[src/rtl/wb_intercon_gen.sv]
// Single-master Wishbone interconnect: address-decoded slave select, registered
// request capture, bus timeout with error response, fault address and counters.
module wb_intercon_gen #(
    parameter int unsigned NUM_SLAVES = 5,
    parameter int unsigned AW         = 32,
    parameter int unsigned DW         = 32,
    parameter int unsigned SEL_W      = 4,
    parameter int unsigned TIMEOUT    = 255
) (
    input  logic                     clk,
    input  logic                     RSTN,
    input  logic                     master_STB,
    input  logic                     master_WE,
    input  logic [AW-1:0]            master_ADDR,
    input  logic [DW-1:0]            master_DAT_I,
    output logic [DW-1:0]            master_DAT_O,
    output logic                     master_ACK,
    output logic                     master_ERR,
    output logic [NUM_SLAVES-1:0]    slave_STB,
    output logic                     slave_WE,
    output logic [AW-1:0]            slave_ADDR,
    output logic [DW-1:0]            slave_DAT_O,
    input  logic [NUM_SLAVES*DW-1:0] slave_DAT_I,
    input  logic [NUM_SLAVES-1:0]    slave_ACK,
    output logic [AW-1:0]            err_addr,
    output logic [15:0]              txn_count,
    output logic [7:0]               err_count
);

    localparam int unsigned SW     = (NUM_SLAVES > 1) ? $clog2(NUM_SLAVES) : 1;
    localparam int unsigned TW     = (TIMEOUT > 1) ? $clog2(TIMEOUT + 1) : 1;
    localparam int unsigned TERM   = (TIMEOUT == 0) ? 0 : TIMEOUT - 1;
    localparam int unsigned TXN_W  = 16;
    localparam int unsigned ERRC_W = 8;

    typedef enum logic [1:0] {
        ST_IDLE,
        ST_BUSY,
        ST_RESP,
        ST_RELEASE
    } state_t;

    state_t                state_q, state_d;
    logic [TW-1:0]         timer_q, timer_d;
    logic [SW-1:0]         sel_q, sel_d;
    logic [NUM_SLAVES-1:0] stb_d;
    logic                  we_d;
    logic [AW-1:0]         addr_d;
    logic [DW-1:0]         wdat_d;
    logic [DW-1:0]         rdat_d;
    logic                  ack_d, err_d;
    logic [AW-1:0]         eaddr_d;
    logic [TXN_W-1:0]      txn_d;
    logic [ERRC_W-1:0]     errc_d;

    logic [SEL_W-1:0]      idx_c;
    logic                  miss_c;
    logic                  ack_hit_c;
    logic [DW-1:0]         rdata_c;
    logic [ERRC_W-1:0]     errc_inc_c;

    // Decode field, out-of-range detection and saturating error increment
    assign idx_c      = master_ADDR[AW-1 -: SEL_W];
    assign miss_c     = 32'(idx_c) >= NUM_SLAVES;
    assign ack_hit_c  = |(slave_ACK & slave_STB);
    assign errc_inc_c = (err_count == '1) ? err_count : err_count + ERRC_W'(1);

    // Read-data mux for the latched slave
    always_comb begin
        rdata_c = '0;
        for (int i = 0; i < NUM_SLAVES; i++) begin
            if (sel_q == SW'(i)) begin
                rdata_c = slave_DAT_I[i*DW +: DW];
            end
        end
    end

    // Next-state and next-output logic
    always_comb begin
        state_d = state_q;
        timer_d = timer_q;
        sel_d   = sel_q;
        stb_d   = slave_STB;
        we_d    = slave_WE;
        addr_d  = slave_ADDR;
        wdat_d  = slave_DAT_O;
        rdat_d  = master_DAT_O;
        ack_d   = 1'b0;
        err_d   = 1'b0;
        eaddr_d = err_addr;
        txn_d   = txn_count;
        errc_d  = err_count;
        case (state_q)
            ST_IDLE: begin
                stb_d = '0;
                if (master_STB) begin
                    if (miss_c) begin
                        eaddr_d = master_ADDR;
                        errc_d  = errc_inc_c;
                        err_d   = 1'b1;
                        state_d = ST_RESP;
                    end else begin
                        sel_d   = SW'(idx_c);
                        addr_d  = master_ADDR;
                        we_d    = master_WE;
                        wdat_d  = master_DAT_I;
                        stb_d   = NUM_SLAVES'(1) << idx_c;
                        timer_d = '0;
                        state_d = ST_BUSY;
                    end
                end
            end
            ST_BUSY: begin
                if (!master_STB) begin
                    // master withdrew the request: silent abort
                    stb_d   = '0;
                    state_d = ST_IDLE;
                end else if (ack_hit_c) begin
                    rdat_d  = rdata_c;
                    txn_d   = txn_count + TXN_W'(1);
                    ack_d   = 1'b1;
                    stb_d   = '0;
                    state_d = ST_RESP;
                end else begin
                    timer_d = timer_q + TW'(1);
                    if ((TIMEOUT != 0) && (timer_q == TW'(TERM))) begin
                        eaddr_d = slave_ADDR;
                        errc_d  = errc_inc_c;
                        err_d   = 1'b1;
                        stb_d   = '0;
                        state_d = ST_RESP;
                    end
                end
            end
            ST_RESP: begin
                stb_d   = '0;
                state_d = ST_RELEASE;
            end
            ST_RELEASE: begin
                stb_d = '0;
                if (!master_STB) begin
                    state_d = ST_IDLE;
                end
            end
            default: begin
                stb_d   = '0;
                state_d = ST_IDLE;
            end
        endcase
    end

    // State and registered outputs
    always_ff @(posedge clk or negedge RSTN) begin
        if (!RSTN) begin
            state_q      <= ST_IDLE;
            timer_q      <= '0;
            sel_q        <= '0;
            slave_STB    <= '0;
            slave_WE     <= 1'b0;
            slave_ADDR   <= '0;
            slave_DAT_O  <= '0;
            master_DAT_O <= '0;
            master_ACK   <= 1'b0;
            master_ERR   <= 1'b0;
            err_addr     <= '0;
            txn_count    <= '0;
            err_count    <= '0;
        end else begin
            state_q      <= state_d;
            timer_q      <= timer_d;
            sel_q        <= sel_d;
            slave_STB    <= stb_d;
            slave_WE     <= we_d;
            slave_ADDR   <= addr_d;
            slave_DAT_O  <= wdat_d;
            master_DAT_O <= rdat_d;
            master_ACK   <= ack_d;
            master_ERR   <= err_d;
            err_addr     <= eaddr_d;
            txn_count    <= txn_d;
            err_count    <= errc_d;
        end
    end

endmodule

[config.mk]
export PLATFORM = sky130hd
export DESIGN_NAME = wb_intercon_gen
export DESIGN_NICKNAME = d
export VERILOG_FILES = /design/src/rtl/wb_intercon_gen.sv
export SDC_FILE = /design/constraint.sdc
export NUM_CORES = 1
export LEC_CHECK = 0
export CAP_MARGIN = 0
export CORE_AREA = 2 2 151 153
export CTS_CLUSTER_SIZE = 25
export DETAILED_ROUTE_END_ITERATION = 6
export DIE_AREA = 0 0 153 155
export HOLD_SLACK_MARGIN = 0.06
export PLACE_DENSITY = 0.84
export SLEW_MARGIN = 20
export SYNTH_ARGS = -nofsm -noshare
export SYNTH_HDL_FRONTEND = slang
export SYNTH_SLANG_ARGS = --single-unit
[constraint.sdc]
create_clock -name clk -period 2.9 [get_ports clk]
set_input_delay 0.435 -clock clk [delete_from_list [all_inputs] [get_ports clk]]
set_output_delay 0.435 -clock clk [all_outputs]
set_load 0.05 [all_outputs]
==> metrics.md, run 1 <==
| Metric | Value |
|---|---|
| Nature of the critical path endpoint | `flop` |
| Max-Cap Viols | `0` |
| P&R area growth vs syn | `63.18%` |
| DR iter-0 viols | `534` |
| Final Cycle Share | `79.68%` |
| Initial antenna violation count | `9` |
| Area leader, netlist | `dfrtp_1` |
| TritonCTS clock tree | `done` |
| HP Start | `slave_DAT_O[29]$_DFFE_PN0P_` |
| Grt total ovfl | `0` |
| Syn Nets | `1016` |
| Max frequency | `432.8 MHz` |
| Final WS setup | `0.5894 ns` |
| Levels on crit path | `5` |
| Mean post-synth cell area | `10.15 um^2` |
| Netlist cell types | `39` |
| PortBufs | `392` |
| # IOs | `393` |
| Skew-Pair Late Insertion Delay | `0.42 ns` |
| Post-CTS Resized | `0` |
| FF-to-FF Start | `slave_STB[1]$_DFFE_PN0P_` |
| Actual slew at the worst max-slew pin | `0.7395 ns` |
| DRC | `0` |
| Worst R2R Path Depth | `5` |
| Root Driver | `clkbuf_16` |
| Fin. max-slew vios | `0` |
| Delay of the slowest cell on the worst path | `0.52 ns` |
| Layout Nets | `1402` |
| Total CTS buffers | `17` |
| Hold depth | `2` |
| Critical Path Fanout Max | `6` |
| Setup TNS | `0 ns` |
| Core Util, Final | `58.02%` |
| Initial core utilization | `35.56%` |
| Critical path class | `reg -> reg` |
| Standard-cell rows | `55` |
| WP buf/inv | `0` |
| Setup WS pre-CTS | `0.2394 ns` |
| Post-synth ARST share | `100.0%` |
| Total track usage | `24.19%` |
| Post-Syn Area | `7904 um^2` |
| Top FF cell, synth | `dfrtp_1` |
| Most frequent cell after synthesis | `nand2_1` |
| Drt pass-1 iters | `5` |
| Crit-path cells | `a22oi_1 -> nand4_1 -> and2_1 -> or4_1 -> a21oi_1` |
| Final Routed Wirelength | `29430 um` |
| Final Hold Fails | `0` |
| Max_slew headroom | `50.70%` |
| Critical path required time | `3.23 ns` |
| Tmin final | `2.311 ns` |
| Status | `finished clean` |
| Synth top area share | `53.82%` |
| Max VDD drop | `0.6456 mV` |
| Wire length of the first global-routing pass | `44240 um` |
| Largest net degree at the start of global routing | `69` |
| Placer Congestion | `0.8660` |
| Vias per inst | `5.120` |
| RSZ-0062 raised after global routing | `false` |
| Skew final | `0.01350 ns` |
| Power density over the cells | `1024 nW/um^2` |
| Area contributors post-synth | `dfrtp_1 (54%), nand2_1 (11%), mux4_2 (9.1%)` |
| Clock Path Buffers | `2` |
| Synth warn | `0` |
| Yosys reg bits | `170` |
| CP max-delay cell | `or4_1` |
| Post-route ant nets | `0` |
| Number of flops mapped to enable cells by yosys | `0` |
| Setup crit start kind | `flop` |
| Mapped Cells | `779` |
| H-tree Lvls | `4` |
| Worst Hold Path EP | `slave_DAT_O[29]$_DFFE_PN0P_` |
| CTS Sinks | `170` |
| Pleak | `5.625 nW` |
| DR vias | `7537` |
| Most frequent cells after synthesis | `nand2_1 (237), dfrtp_1 (170), o21ai_0 (46)` |
| FF-to-FF setup slack | `0.59 ns` |
| Vias in the first global route | `7659` |
| CP arrival | `2.64 ns` |
| Die X | `153 um` |
| WL/cell | `19.99 um` |
| Final setup viols | `0` |
| Clock transition at the registers of the reported paths | `0.07 ns` |
| Worst hold path class | `reg -> reg` |
| Detailed Place HPWL | `22610 um` |
| Sequential area share after synthesis | `53.82%` |
| Fraction of layout cells with a size suffix above 1 | `8.404%` |
| Cell family with most CP delay | `simple AND/OR/NAND/NOR gates` |
| Overall die height | `155 um` |
| Core Box Area | `22230 um^2` |
| Die area | `23720 um^2` |
| RR Endpoint | `timer_q[5]$_DFFE_PN0P_` |
[worst max-delay path by stage]
stage / from / to
5_1_grt: slave_STB[1]$_DFFE_PN0P_ / timer_q[5]$_DFFE_PN0P_
6_report: slave_STB[1]$_DFFE_PN0P_ / timer_q[5]$_DFFE_PN0P_
3_3_place_gp: slave_ACK[1] / timer_q[5]$_DFFE_PN0P_
4_1_cts: slave_ADDR[28]$_DFFE_PN0P_ / slave_ADDR[28]
3_5_place_dp: slave_ACK[1] / timer_q[5]$_DFFE_PN0P_
2_1_floorplan: slave_STB[0]$_DFFE_PN0P_ / timer_q[5]$_DFFE_PN0P_
[final cells by class]
type                    count  area, um^2
well taps                 285       356.6
diodes                      9       22.52
inverters                  10       37.54
multi-input cells         550        3451
clock buffers              19       442.9
fillers                  1847        9330
clock inverters            13       176.4
flip-flops and latches    170        4255
repair buffers            416        4155
[cells in the final DEF (no fill, tap or decap), types with 4 or more instances in the layout]
master and count:
o21ai_0 46, nor2_1 44, xor2_1 6, a22oi_1 33, nand4_1 11, nand2_1 237
clkdlybuf4s50_1 390, inv_1 9, ha_1 4, mux2_2 4, nand3_1 10, diode_2 9
mux4_2 32, buf_4 20, clkbuf_16 17, and3_1 9, xnor2_1 14, a21oi_1 36
dfrtp_1 169, mux2i_1 30, inv_6 4, nor3_1 4, buf_12 4
[registers in the layout, indices dropped and copies added (netlist names)]
signal / count
err_addr: 32
master_DAT_O: 32
slave_ADDR: 32
slave_DAT_O: 32
txn_count: 16
err_count: 8
timer_q: 8
slave_STB: 5
state_q: 2
master_ACK: 1
master_ERR: 1
slave_WE: 1
[worst register-to-register path, stage by stage, from the launching register on]
cell and delay (ns):
dfrtp_1 0.45, a22oi_1 0.50, nand4_1 0.30, and2_1 0.28, or4_1 0.52, a21oi_1 0.17
[timing repair]
action                                 CTS  global route
buffers inserted                         0             0
hold buffers                             1             0
endpoints found under the hold margin   55             0
[cells by family (layout without fill, tap and decap cells)]
family	after synthesis	after routing	synth area share (%)
AO/OA/AOI/OAI	130	130	9.862
XOR/XNOR	20	20	2.216
adder cells (fa/ha/maj)	4	4	0.6332
buffers and inverters	59	458	2.897
flip-flops	170	170	53.82
multiplexers	66	66	13.49
other	0	9	0
AND/OR/NAND/NOR	330	330	17.08
[where the power goes]
part	internal [W]	leakage, nW	switching [W]	total, W
Sequential	0.00318	2.23	0.000604	0.00378
Combinational	0.00254	3.10	0.00448	0.00702
Clock	0.00134	0.303	0.00107	0.00241
Total	0.00705	5.63	0.00616	0.0132
[through the flow]
stage / total power (W) / area [um^2] / instances / hold WS, ns
after floorplan: 0.008198 / 7904 / 779 / 0.1394
after global placement: 0.01070 / 12250 / 1430 / 0.4498
after detailed placement: 0.01086 / 12250 / 1430 / 0.4392
after CTS: 0.01332 / 12870 / 1463 / 0.4811
after global routing: 0.01386 / 12900 / 1472 / 0.5006
final: 0.01321 / 12900 / 1472 / 0.4772
[metal layers]
layer | share of wire [%] | GRT usage [%]
met1 | 39 | 29.24
met5 | 0 | 0
met4 | 2.9 | 9.480
met3 | 6.9 | 6.128
met2 | 51 | 41.73
No activity file was read; power rests on OpenSTA's default activity.
==> run 2, diff against run 1 <==
--- a/config.mk
+++ b/config.mk
@@ -6,10 +6,10 @@
 export NUM_CORES = 1
 export LEC_CHECK = 0
 export CAP_MARGIN = 0
-export CORE_AREA = 2 2 151 153
+export CORE_AREA = 2 2 154 156
 export CTS_CLUSTER_SIZE = 25
 export DETAILED_ROUTE_END_ITERATION = 6
-export DIE_AREA = 0 0 153 155
+export DIE_AREA = 0 0 156 158
 export HOLD_SLACK_MARGIN = 0.06
 export PLACE_DENSITY = 0.84
 export SLEW_MARGIN = 20
==> constraint.sdc (replaced) <==
create_clock -name clk -period 2 [get_ports clk]
set_input_delay 0.3 -clock clk [delete_from_list [all_inputs] [get_ports clk]]
set_output_delay 0.3 -clock clk [all_outputs]
set_load 0.05 [all_outputs]
==> run 2 against run 1 <==
Effect of this change:
- the run now ends with setup timing left
- fmax up 15%
- worst hold slack got worse by 0.098 ns
- clock power is 40% higher
- worst setup slack lost 0.59 ns
- non-clock buffer count rose by 28
- sequential share of layout area down 0.84 points
- sequential power is 45% higher
- utilization down 0.58 points
- die area increased by 3.9%
- global-route usage is 1.6 points lower
- final cell count increased by 1.8%
- combinational power up 48%
- critical endpoint unchanged
==> metrics.md, run 2 (same netlist as run 1, synthesis figures left out) <==
| Metric | Value |
|---|---|
| Status | `complete, but fails checks` |
| Failing checks | `setup timing` |
| Overall die height | `158 um (+1.9%)` |
| # IOs | `393 (unchanged)` |
| Max-Cap Viols | `0 (unchanged)` |
| Wire length of the first global-routing pass | `42550 um (-3.8%)` |
| Max VDD drop | `0.8616 mV (+33%)` |
| Footprint of the multi-input gates | `3518 um^2 (+2.0%)` |
| Final WS setup | `-0.003962 ns (-0.5934 ns)` |
| Critical path class | `reg -> reg` |
| Core Box Area | `23050 um^2 (+3.7%)` |
| P&R area growth vs syn | `67.53%` |
| WL/cell | `19.26 um (-3.6%)` |
| Critical Path Fanout Max | `5 (-1)` |
| RSZ-0062 raised after global routing | `true` |
| Skew final | `0.01503 ns (+0.001532 ns)` |
| Final Routed Wirelength | `28880 um (-1.9%)` |
| Final Hold Fails | `0 (unchanged)` |
| Final setup viols | `1 (+1)` |
| TritonCTS clock tree | `done` |
| Vias per inst | `4.995 (-2.5%)` |
| Layout Nets | `1430 (+2.0%)` |
| Initial core utilization | `34.29% (-1.3 points)` |
| Largest net degree at the start of global routing | `66 (-4.3%)` |
| Max_slew headroom | `59.11% (+8.4 points)` |
| Power density over the cells | `1453 nW/um^2 (+42%)` |
| Drt pass-1 iters | `5 (unchanged)` |
| Worst R2R Path Depth | `6 (+1)` |
| Leading cell type in the layout, fill and taps excluded | `clkdlybuf4s50_1` |
| RR Endpoint | `timer_q[5]$_DFFE_PN0P_` |
| Commonest non-fill, non-tap cells in the layout | `clkdlybuf4s50_1 (350), nand2_1 (237), dfrtp_1 (167), buf_4 (52), o21ai_0 (44)` |
| Worst hold path class | `in -> async` |
| H-tree Lvls | `4 (unchanged)` |
| Total CTS buffers | `17 (unchanged)` |
| Area after DPL | `12440 um^2 (+1.6%)` |
| Filler Cells Inserted | `1919 (+3.9%)` |
| PortBufs | `392 (unchanged)` |
| FF-to-FF Start | `slave_STB[0]$_DFFE_PN0P_` |
| DR vias | `7487 (-0.66%)` |
| Post-route ant nets | `0 (unchanged)` |
| Root Driver | `clkbuf_16` |
| Clock transition at the registers of the reported paths | `0.08 ns (about the same)` |
| Final Cycle Share | `100.2% (+21 points)` |
| Standard-cell rows | `56 (+1.8%)` |
| Critical path required time | `2.34 ns (-0.89 ns)` |
| Tmin final | `2.004 ns (-0.3066 ns)` |
| Actual slew at the worst max-slew pin | `0.6133 ns (-0.1262 ns)` |
| Die X | `156 um (+2.0%)` |
| Placer Congestion | `0.8838 (+2.1%)` |
| Setup crit start kind | `flop` |
| Detailed Place HPWL | `21770 um (-3.7%)` |
| Initial antenna violation count | `4 (-5)` |
| DR iter-0 viols | `449 (-16%)` |
| Skew-Pair Late Insertion Delay | `0.43 ns (about the same)` |
| Fraction of layout cells with a size suffix above 1 | `12.94% (+4.5 points)` |
| Pleak | `6.098 nW (+8.4%)` |
| Die area | `24650 um^2 (+3.9%)` |
| CTS Sinks | `170 (unchanged)` |
| Setup WS pre-CTS | `-0.3440 ns (-0.5834 ns)` |
| Sequential Area | `4258 um^2 (about the same)` |
| Clock Path Buffers | `2 (unchanged)` |
| Max frequency | `499.0 MHz (+15%)` |
| Grt total ovfl | `0 (unchanged)` |
| DRC | `0 (unchanged)` |
| FF-to-FF setup slack | `-0.004 ns (-0.59 ns)` |
| Vias in the first global route | `7611 (-0.63%)` |
| Nature of the critical path endpoint | `flop` |
| Fin. max-slew vios | `0 (unchanged)` |
| Post-route cell area | `13240 um^2 (+2.7%)` |
| CP arrival | `2.34 ns (-0.30 ns)` |
| Total track usage | `22.57% (-1.6 points)` |
==> run 2: cell count changes in the layout (fill, tap and decap cells not counted), moves of 3 or more <==
cell / before / now
buf_12: 4 / 10
buf_4: 20 / 52
buf_6: 1 / 5
clkdlybuf4s50_1: 390 / 350
diode_2: 9 / 3
dlygate4sd2_1: 0 / 11
dlymetal6s2s_1: 0 / 14
nor3_1: 4 / 1
==> run 2: metal layers <==
layer / track usage, % / up-vias / wire, um / part of all wire, %
li1: - / 3518 / - / -
met1: 26.38 / 3639 / 11020 / 38
met2: 39.74 / 289 / 14880 / 52
met3: 6.488 / 39 / 2300 / 8.0
met4: 7.951 / 2 / 664 / 2.3
met5: 0 / - / 15 / 0.052
==> run 2: per-stage QoR <==
step	total power [W]	util [%]	hold slack (ns)	setup TNS [ns]	instances
detailed placement	0.01590	53.95	0.2867	-15.77	1454
global route	0.02022	57.44	0.3946	-0.6745	1499
finish	0.01924	57.44	0.3793	-0.003962	1499
global placement	0.01568	53.95	0.2919	-12.89	1454
floorplan	0.01190	-	0.004409	-1.057	779
CTS	0.01936	56.95	0.3714	-0.008857	1495
==> run 2: how the worst max path moves through the flow <==
stage / cells past startpoint / slack (ns) / from / endpoint
2_1_floorplan: 6 / -0.12 / slave_STB[1]$_DFFE_PN0P_ / txn_count[11]$_DFFE_PN0P_
3_3_place_gp: 7 / -0.31 / slave_ACK[1] / err_addr[6]$_DFFE_PN0P_
3_5_place_dp: 8 / -0.34 / slave_ACK[0] / err_addr[1]$_DFFE_PN0P_
4_1_cts: 7 / -0.009 / slave_STB[0]$_DFFE_PN0P_ / err_count[6]$_DFFE_PN0P_
5_1_grt: 7 / -0.09 / slave_STB[0]$_DFFE_PN0P_ / err_count[7]$_DFFE_PN0P_
6_report: 6 / -0.004 / slave_STB[0]$_DFFE_PN0P_ / timer_q[5]$_DFFE_PN0P_
==> run 2: report_power, final <==
part | switching [W] | leakage [nW] | total (W) | internal [W]
Combinational | 0.00654 | 3.58 | 0.0104 | 0.00385
Clock | 0.00158 | 0.293 | 0.00337 | 0.00179
Sequential | 0.000876 | 2.22 | 0.00548 | 0.00461
Total | 0.00900 | 6.10 | 0.0192 | 0.0102
==> run 2: cell type report <==
type                    count  share of cell area [%]
well taps                 290                   2.740
multi-input cells         550                   26.57
clock buffers              17                   3.213
diodes                      3                 0.05669
flip-flops and latches    170                   32.16
clock inverters            15                   1.380
repair buffers            444                   33.58
inverters                  10                  0.3024
==> run 2: repair_timing <==
item                                    CTS  global route
endpoints found under the setup margin   44            64
hold buffers                              1             0
setup buffers                             8             1
hold endpoints to repair                 43             0
gates resized for setup                  18            31
pin swaps                                 2             3
==> run 2: worst max-delay path, stage by stage, from the launching register on <==
cell and delay (ns):
dfrtp_2 0.43, a222oi_1 0.32, buf_4 0.19, nand4_1 0.18, and2_4 0.23, or4_1 0.40
a21oi_1 0.18
